## src/rtl/uart_pkg.sv

```systemverilog
// rtl/uart_pkg.sv - shared UART state encoding, parity modes and baud helper
package uart_pkg;

  // One-hot FSM encoding, also driven straight out to the debug LEDs
  typedef enum logic [4:0] {
    S_IDLE   = 5'b00001,
    S_START  = 5'b00010,
    S_DATA   = 5'b00100,
    S_PARITY = 5'b01000,
    S_STOP   = 5'b10000
  } state_t;

  localparam int PAR_NONE = 0;
  localparam int PAR_ODD  = 1;
  localparam int PAR_EVEN = 2;

  // Clock cycles per line bit; truncating division, caller guarantees >= 2
  function automatic int bit_period(input int clk_freq, input int baud);
    return clk_freq / baud;
  endfunction

endpackage

```

## src/rtl/uart_baud_gen.sv

```systemverilog
// rtl/uart_baud_gen.sv - bit-period counter producing one tick per line bit
module uart_baud_gen #(
  parameter int BIT_PERIOD = 10
) (
  input  logic clk,
  input  logic reset_p,
  input  logic clear,
  output logic tick
);

  localparam int CW = (BIT_PERIOD > 1) ? $clog2(BIT_PERIOD) : 1;

  logic [CW-1:0] count;

  assign tick = (count == CW'(BIT_PERIOD - 1));

  // Count 0..BIT_PERIOD-1; restart on external clear (state entry) or on the tick itself
  always_ff @(posedge clk) begin
    if (reset_p || clear || tick) begin
      count <= '0;
    end else begin
      count <= count + 1'b1;
    end
  end

endmodule

```

## src/rtl/uart_tx_param.sv

```systemverilog
// rtl/uart_tx_param.sv - parametrised UART transmitter with valid/ready input
module uart_tx_param
  import uart_pkg::*;
#(
  parameter int CLK_FREQ  = 100000000,
  parameter int BAUD_RATE = 9600,
  parameter int DATA_BITS = 8,
  parameter int PARITY    = 0,
  parameter int STOP_BITS = 1
) (
  input  logic                 clk,
  input  logic                 reset_p,
  input  logic [DATA_BITS-1:0] tx_data,
  input  logic                 tx_valid,
  output logic                 tx_ready,
  output logic                 tx,
  output logic                 busy,
  output logic                 tx_done,
  output logic [4:0]           state_dbg
);

  localparam int BIT_PERIOD = bit_period(CLK_FREQ, BAUD_RATE);
  localparam int IW         = $clog2(DATA_BITS);
  localparam bit PAR_EN     = (PARITY == PAR_ODD) || (PARITY == PAR_EVEN);
  localparam bit PAR_IS_ODD = (PARITY == PAR_ODD);

  state_t               state, state_nxt;
  logic [DATA_BITS-1:0] shift_q, shift_nxt;
  logic [IW-1:0]        idx_q, idx_nxt;
  logic                 stop_q, stop_nxt;
  logic                 par_q, par_nxt;
  logic                 tx_q, tx_nxt;
  logic                 tick;
  logic                 baud_clear;

  // Hold the bit counter at zero while idle and restart it whenever the state changes
  assign baud_clear = (state_nxt != state) || (state == S_IDLE);

  uart_baud_gen #(
    .BIT_PERIOD (BIT_PERIOD)
  ) u_baud_gen (
    .clk     (clk),
    .reset_p (reset_p),
    .clear   (baud_clear),
    .tick    (tick)
  );

  // Next-state, datapath and line-level decode; tx is computed from the next state so the
  // registered line bit changes on the same edge as the state
  always_comb begin
    state_nxt = state;
    shift_nxt = shift_q;
    idx_nxt   = idx_q;
    stop_nxt  = stop_q;
    par_nxt   = par_q;
    tx_done   = 1'b0;
    case (state)
      S_IDLE: begin
        if (tx_valid) begin
          shift_nxt = tx_data;
          par_nxt   = PAR_IS_ODD ? ~^tx_data : ^tx_data;
          idx_nxt   = '0;
          stop_nxt  = 1'b0;
          state_nxt = S_START;
        end
      end
      S_START: begin
        if (tick) begin
          idx_nxt   = '0;
          state_nxt = S_DATA;
        end
      end
      S_DATA: begin
        if (tick) begin
          shift_nxt = shift_q >> 1;
          if (idx_q == IW'(DATA_BITS - 1)) begin
            stop_nxt  = 1'b0;
            state_nxt = PAR_EN ? S_PARITY : S_STOP;
          end else begin
            idx_nxt = idx_q + 1'b1;
          end
        end
      end
      S_PARITY: begin
        if (tick) begin
          stop_nxt  = 1'b0;
          state_nxt = S_STOP;
        end
      end
      S_STOP: begin
        if (tick) begin
          if (stop_q == 1'(STOP_BITS - 1)) begin
            tx_done   = 1'b1;
            state_nxt = S_IDLE;
          end else begin
            stop_nxt = 1'b1;
          end
        end
      end
      default: begin
        state_nxt = S_IDLE;
      end
    endcase

    case (state_nxt)
      S_START:  tx_nxt = 1'b0;
      S_DATA:   tx_nxt = shift_nxt[0];
      S_PARITY: tx_nxt = par_q;
      default:  tx_nxt = 1'b1;
    endcase
  end

  // State and datapath registers; reset aborts any frame and parks the line high
  always_ff @(posedge clk) begin
    if (reset_p) begin
      state   <= S_IDLE;
      shift_q <= '0;
      idx_q   <= '0;
      stop_q  <= 1'b0;
      par_q   <= 1'b0;
      tx_q    <= 1'b1;
    end else begin
      state   <= state_nxt;
      shift_q <= shift_nxt;
      idx_q   <= idx_nxt;
      stop_q  <= stop_nxt;
      par_q   <= par_nxt;
      tx_q    <= tx_nxt;
    end
  end

  assign tx        = tx_q;
  assign tx_ready  = (state == S_IDLE);
  assign busy      = (state != S_IDLE);
  assign state_dbg = state;

endmodule

```

## config.mk

```make
export PLATFORM = sky130hd
export DESIGN_NAME = uart_tx_param
export DESIGN_NICKNAME = d
export VERILOG_FILES = /design/src/rtl/uart_pkg.sv /design/src/rtl/uart_baud_gen.sv /design/src/rtl/uart_tx_param.sv
export SDC_FILE = /design/constraint.sdc
export NUM_CORES = 1
export LEC_CHECK = 0
export BUFFER_PORTS_ARGS = -buffer_cell sky130_fd_sc_hd__clkbuf_2
export CORE_ASPECT_RATIO = 1.1
export CORE_MARGIN = 2
export CORE_UTILIZATION = 45
export DETAILED_ROUTE_END_ITERATION = 10
export PLACE_DENSITY = 0.64
export SETUP_SLACK_MARGIN = 0.05
export SLEW_MARGIN = 20
export SYNTH_ARGS = -nofsm -noshare
export SYNTH_HDL_FRONTEND = slang
export SYNTH_HIERARCHICAL = 1
export SYNTH_SLANG_ARGS = --single-unit
```

## constraint.sdc

```tcl
create_clock -name clk -period 6.9 [get_ports clk]
set_input_delay 0 -clock clk [delete_from_list [all_inputs] [get_ports clk]]
set_output_delay 0 -clock clk [all_outputs]
set_load 0.01 [all_outputs]
```

==> results of run 1 <==
==> through the flow <==
step | utilization | total power (uW)
after CTS | 0.533 | 419
after global routing | 0.533 | 431
after global placement | 0.483 | 233
final | 0.533 | 415
after floorplan | - | 224
after detailed placement | 0.483 | 233
==> worst max path at each step <==
stage,endpoint,cells after the start,from
final,u_baud_gen/count[7],8,u_baud_gen/count[8]
after global routing,u_baud_gen/count[5],9,u_baud_gen/count[0]
after CTS,u_baud_gen/count[7],8,u_baud_gen/count[8]
after detailed placement,u_baud_gen/count[9],8,u_baud_gen/count[8]
after global placement,u_baud_gen/count[10],8,u_baud_gen/count[8]
after floorplan,u_baud_gen/count[10],11,u_baud_gen/count[8]
==> area by class of cell <==
cell class | count | area share
clock inverters | 3 | 0.0220
clock buffers | 5 | 0.0356
inverters | 6 | 0.0117
flip-flops and latches | 32 | 0.332
well taps | 50 | 0.0324
repair buffers | 26 | 0.0855
multi-input cells | 145 | 0.481
==> critical path, delay by kind of cell, from the launching register on <==
| family | cells | cell delay, ps |
|---|---|---|
| AO/OA/AOI/OAI | 3 | 470 |
| AND/OR/NAND/NOR | 4 | 1990 |
| buffers and inverters | 1 | 160 |
| flip-flops | 1 | 370 |
==> report_power, final <==
part	leakage, uW	internal (uW)	total (uW)	switching [uW]
combinational	0.000369	18.6	38.4	19.9
clock	0.0000541	107	182	75.2
sequential	0.000260	190	194	4.48
total	0.000683	315	415	99.6
==> synth_stat cells (all sizes together), types with 2 or more instances <==
| cell type | instances |
|---|---|
| nand4 | 2 |
| xor2 | 2 |
| nor2 | 29 |
| buf | 10 |
| a31oi | 2 |
| or2 | 3 |
| and3b | 2 |
| dfxtp | 32 |
| a22oi | 7 |
| ha | 3 |
| nand3 | 4 |
| nand3b | 3 |
| nand2 | 21 |
| a211oi | 2 |
| inv | 6 |
| o21ai | 4 |
| nor4 | 6 |
| nor3 | 6 |
| xnor2 | 18 |
| nor3b | 3 |
| a21oi | 13 |
==> per-layer routing <==
layer	vias up	wire length, um
li1	712	-
met1	636	1470
met2	30	1670
met3	8	146
met4	0	63
met5	-	0
==> flip-flops by register name (all words and copies together) (netlist names) <==
signal            count
idx_q                 3
tx                    1
u_baud_gen/count     14
shift_q               8
par_q                 1
state_dbg             5
==> logic make-up after synthesis <==
| group | after synthesis | synth area share |
|---|---|---|
| adder cells (fa/ha/maj) | 4 | 0.0282 |
| AND/OR/NAND/NOR | 88 | 0.283 |
| XOR/XNOR | 20 | 0.108 |
| flip-flops | 32 | 0.380 |
| AO/OA/AOI/OAI | 33 | 0.132 |
| buffers and inverters | 17 | 0.0683 |
==> repair_timing <==
action,4_1_cts,5_1_grt
resized for setup,0,0
hold endpoints to repair,7,0
hold buffers,7,0
==> impl_metrics.toml, run 1 <==
[status]
status = "finished, final reports clean"

[critical_path]
criticalPathCategory = "flip-flop to flip-flop"
r2r_end = "u_baud_gen/count[7]"
rr_startpoint = "u_baud_gen/count[8]"
critPathLaunchType = "flip-flop"
r2r_cells = 8
required_ps = 7120
max_stage_delay_ps = 660
cp_cell_sequence = "or4_1 > nor4_2 > inv_1 > a2bb2oi_1 > a21oi_1 > o21ai_0 > or3_1 > nor2_1"
endpoint_kind = "flip-flop"
slowest_stage = "nor4_2"
rrSetupSlack_ps = 3850
critPathArrivalTime_ps = 3270
crit_path_max_fanout = 14

[die]
die_h_um = 68.2
start_util = 0.465
ios = 20
die_area_sq_um = 4250
rows = 23
core-area_sq_um = 3630
die_w_um = 62.4

[synth]
yosysWarnings = 6
async_flop_share = 0
ys_seq_elements = 32
synth-edff-count = 0
synth_nets = 208
syn-cell-area_sq_um = 1690
syn_area_per_cell_sq_um = 8.69
synth_top_area_cell = "dfxtp_1"
yosys-top-cells-area = "dfxtp_1, xnor2_1, nor2_1"
synth.distinct_cells = 46
synth-main-ff-cell = "dfxtp_1"
ys_seq_area_frac = 0.380
synth_top_area_frac = 0.380
syn_inst = 194

[placed_design]
dpl_cell_area_sq_um = 1750
placed_cells_incl_taps = 252
dp_slack_ps = 3870
io_buffers = 19
gp_congestion = 0.864
dpl.hpwl_um = 2310

[drt]
drt_first_pass_iters = 4
wirelength_um = 3360
vias_per_cell = 5.19
drc = 0
wire_per_inst_um = 12.6
num_vias = 1386
drtIter0Drc = 97
drtAntennaViolNets = 0

[layout]
diodes = 0
drive_above_1_share = 0.171
layout_commonest_cell = "dfxtp_1"
finalNonFillerCells = 267
fin_area_sq_um = 1930
layout_common_cells = "dfxtp_1, nor2_1, nand2_1"
fin_nets = 230
areaGrowthSynthToFinish_pct = 14.6
fillCellCount = 356
multi_input_area_sq_um = 930
regArea_sq_um = 641

[global_routing]
grt_max_degree = 19
gr-usage-met2 = 0.299
grt-busiest-layer = "met2"
grtUsageTotal = 0.169
use_met1 = 0.189
grt_pass1_vias = 1273
use_met3 = 0.0461
antenna_found_initial = 0
overflow = 0
grt_pass1_wl_um = 5540

[worst_hold_path]
hold_start = "reset_p"
hold_end = "shift_q[6]"
hold_path_depth = 2
min_path_type = "primary input to flip-flop"

[clocking]
cts_setup_buffers = 0
clkTransAtPathRegs_ps = 70
root_buffer = "clkbuf_8"
clk_latency_ps = 290
cts.sinks = 32
clk_path_buf_depth = 2
htree_levels = 2
numCtsBuffers = 5
cts_tree = "yes"

[timing]
period_needed_ps = 3050
hold_slack_ps = 122
grt_setup_unrepaired = "false"
fmax_mhz = 328
final_max_slew_viol_count = 0
setup_slack_ps = 3850
timing.final.hold_violations = 0
worst_slew_pin_slew_ps = 768
slew_headroom = 0.484
setup_violations = 0
setup_tns_ps = 0
worst_clock_skew_ps = 7.32
period_share = 0.442

[pwr]
cellPowerDensity_nw_per_um2 = 215
ir_drop_uv = 101
power.leakage_uw = 0.000683

[job]
drv_cap = 0
Power figures use the tool's default switching activity.
==> inputs of run 2 (changes only) <==
--- a/config.mk
+++ b/config.mk
@@ -5,6 +5,7 @@
 export SDC_FILE = /design/constraint.sdc
 export NUM_CORES = 1
 export LEC_CHECK = 0
+export ABC_AREA = 1
 export BUFFER_PORTS_ARGS = -buffer_cell sky130_fd_sc_hd__clkbuf_2
 export CORE_ASPECT_RATIO = 1.1
 export CORE_MARGIN = 2
==> constraint.sdc (replaced) <==
create_clock -name clk -period 3 [get_ports clk]
set_input_delay 0 -clock clk [delete_from_list [all_inputs] [get_ports clk]]
set_output_delay 0 -clock clk [all_outputs]
set_load 0.01 [all_outputs]
==> impl_metrics.toml, run 2 <==
[layout]
top_register = "u_baud_gen/count"
regArea_sq_um = 641
diodes = 0
fin_nets = 322
fin_area_sq_um = 2160
drive_above_1_share = 0.162
multi_input_area_sq_um = 1090
fillCellCount = 400
areaGrowthSynthToFinish_pct = 13.6
layout_commonest_cell = "nand2_1"
layout_common_cells = "nand2_1, nor2_1, inv_1"
largest_reg_flops = 14

[drt]
num_vias = 1763
drtAntennaViolNets = 0
wirelength_um = 3880
drt_first_pass_iters = 4
drc = 0
wire_per_inst_um = 10.7
drtIter0Drc = 130
vias_per_cell = 4.88

[clocking]
clkTransAtPathRegs_ps = 70
numCtsBuffers = 5
ctsResizeCount = 0
cts.sinks = 32
cts.hold.buffers_added = 0
cts_tree = "yes"
htree_levels = 2
clk_latency_ps = 280
root_buffer = "clkbuf_8"
clk_path_buf_depth = 2
cts_setup_buffers = 0

[placed_design]
dpl.hpwl_um = 3020
io_buffers = 19
gp_congestion = 0.885
dpl_cell_area_sq_um = 2050
dp_slack_ps = 440

[die]
start_util = 0.472
ios = 20
die_area_sq_um = 4760
die_h_um = 72.1
core-area_sq_um = 4020
rows = 24
die_w_um = 65.9

[synth]
synth.distinct_cells = 32
synth_top_area_frac = 0.337
yosysMostFrequentCell = "nand2_1"
synth_top_area_cell = "dfxtp_1"
ys_seq_area_frac = 0.337
synth-edff-count = 0
synth_nets = 298
ys_seq_elements = 32
yosys-top-cells-area = "dfxtp_1, nand2_1, nor2_1"
syn_area_per_cell_sq_um = 6.69
yosysWarnings = 6
async_flop_share = 0
syn-cell-area_sq_um = 1900
synth-main-ff-cell = "dfxtp_1"
syn_inst = 284
synth_common_cells = "nand2_1, nor2_1, inv_1"

[pwr]
power.leakage_uw = 0.000949
switchingPower_uw = 283
cellPowerDensity_nw_per_um2 = 482
power_frac_clock = 0.393
p_seq_frac = 0.443
p_comb_frac = 0.164
cellInternalPower_uw = 757
ir_drop_uv = 227
power_switching_share = 0.272

[critical_path]
endpoint_kind = "flip-flop"
setup.worst_path.end = "u_baud_gen/count[8]"
critPathArrivalTime_ps = 2760
required_ps = 3220
setup.worst_path.start = "u_baud_gen/count[0]"
r2r_cells = 15
criticalPathCategory = "flip-flop to flip-flop"
rrSetupSlack_ps = 460
crit_path_max_fanout = 13
r2r_end = "u_baud_gen/count[8]"
rr_startpoint = "u_baud_gen/count[0]"
critPathLaunchType = "flip-flop"

[global_routing]
grtUsageTotal = 0.185
grt_pass1_wl_um = 6880
overflow = 0
grt_max_degree = 16
antenna_found_initial = 0
grt_pass1_vias = 1627

[timing]
period_share = 0.847
setup_slack_ps = 460
worst_slew_pin_slew_ps = 553
hold_slack_ps = 13.0
final_max_slew_viol_count = 0
setup_tns_ps = 0
grt_setup_unrepaired = "false"
worst_clock_skew_ps = 5.89
slew_headroom = 0.631
fmax_mhz = 394
timing.final.hold_violations = 0
period_needed_ps = 2540
setup_violations = 0

[worst_hold_path]
min_path_type = "primary input to flip-flop"

[job]
drv_cap = 0

[status]
status = "finished, final reports clean"
[run 2: changes by cell type in the layout (fill, tap and decap cells not counted), moves of 10 or more]
| cell | change |
|---|---|
| inv_1 | +29 |
| nand2_1 | +47 |
| nand3_1 | +18 |
| nand4_1 | +10 |
| nor2_1 | +26 |
| xnor2_1 | -11 |
[run 2: logic make-up (layout without fill, tap and decap cells)]
logic type,Yosys count,in the layout,share of synthesized area
simple gates,178,178,0.447
buf+inv,42,67,0.0889
flops,32,32,0.337
compound gates,18,18,0.0560
xor+xnor,11,11,0.0507
fa+ha+maj,3,3,0.0198
[run 2: worst min path at each step]
stage / startpoint / to / slack (ps) / cells after the start
5_1_grt: tx_data[7] / shift_q[7] / 10 / 3
6_report: tx_data[7] / shift_q[7] / 10 / 3
2_1_floorplan: reset_p / shift_q[7] / 70 / 1
4_1_cts: tx_data[7] / shift_q[7] / 7 / 3
3_3_place_gp: tx_data[7] / shift_q[7] / 310 / 3
3_5_place_dp: tx_data[7] / shift_q[7] / 320 / 3
[run 2: area by class of cell]
cell class	count	share of cell area
Clock buffer	5	0.0319
Clock inverter	3	0.0197
Inverter	39	0.0690
Multi-Input combinational cell	210	0.505
Sequential cell	32	0.297
Tap cell	52	0.0301
Timing Repair Buffer	20	0.0475
[run 2: critical path, stage by stage, from the launching register on]
cell	delay, ps
dfxtp_1	370
ha_1	230
nand3_1	130
or2_2	300
nor4_1	180
buf_4	200
nand4_1	140
nand3_1	120
nand2_1	50
inv_1	50
nand2_1	50
nor2_1	80
nand2_1	50
nor2_1	160
o21ai_2	200
nor2_1	140
[run 2: metrics by stage]
stage                     cells  power, uW   util
after floorplan             284        598      -
after detailed placement    353        642  0.509
final                       361       1040  0.536
after CTS                   361       1060  0.536
after global routing        361       1100  0.536
after global placement      353        640  0.509
[run 2: power groups by stage]
stage | Combinational (uW) | Sequential [uW] | Clock, uW
after floorplan | 128 | 470 | 0
after global placement | 171 | 470 | 0
after detailed placement | 172 | 471 | 0
after CTS | 172 | 461 | 423
after global routing | 194 | 463 | 446
final | 170 | 461 | 409
[run 2: layer usage]
layer | wire length, um | up-vias | track usage
met5 | 0 | - | 0
met4 | 82 | 0 | 0.0839
met3 | 172 | 10 | 0.0465
met2 | 1740 | 53 | 0.302
met1 | 1880 | 760 | 0.229
li1 | - | 940 | -
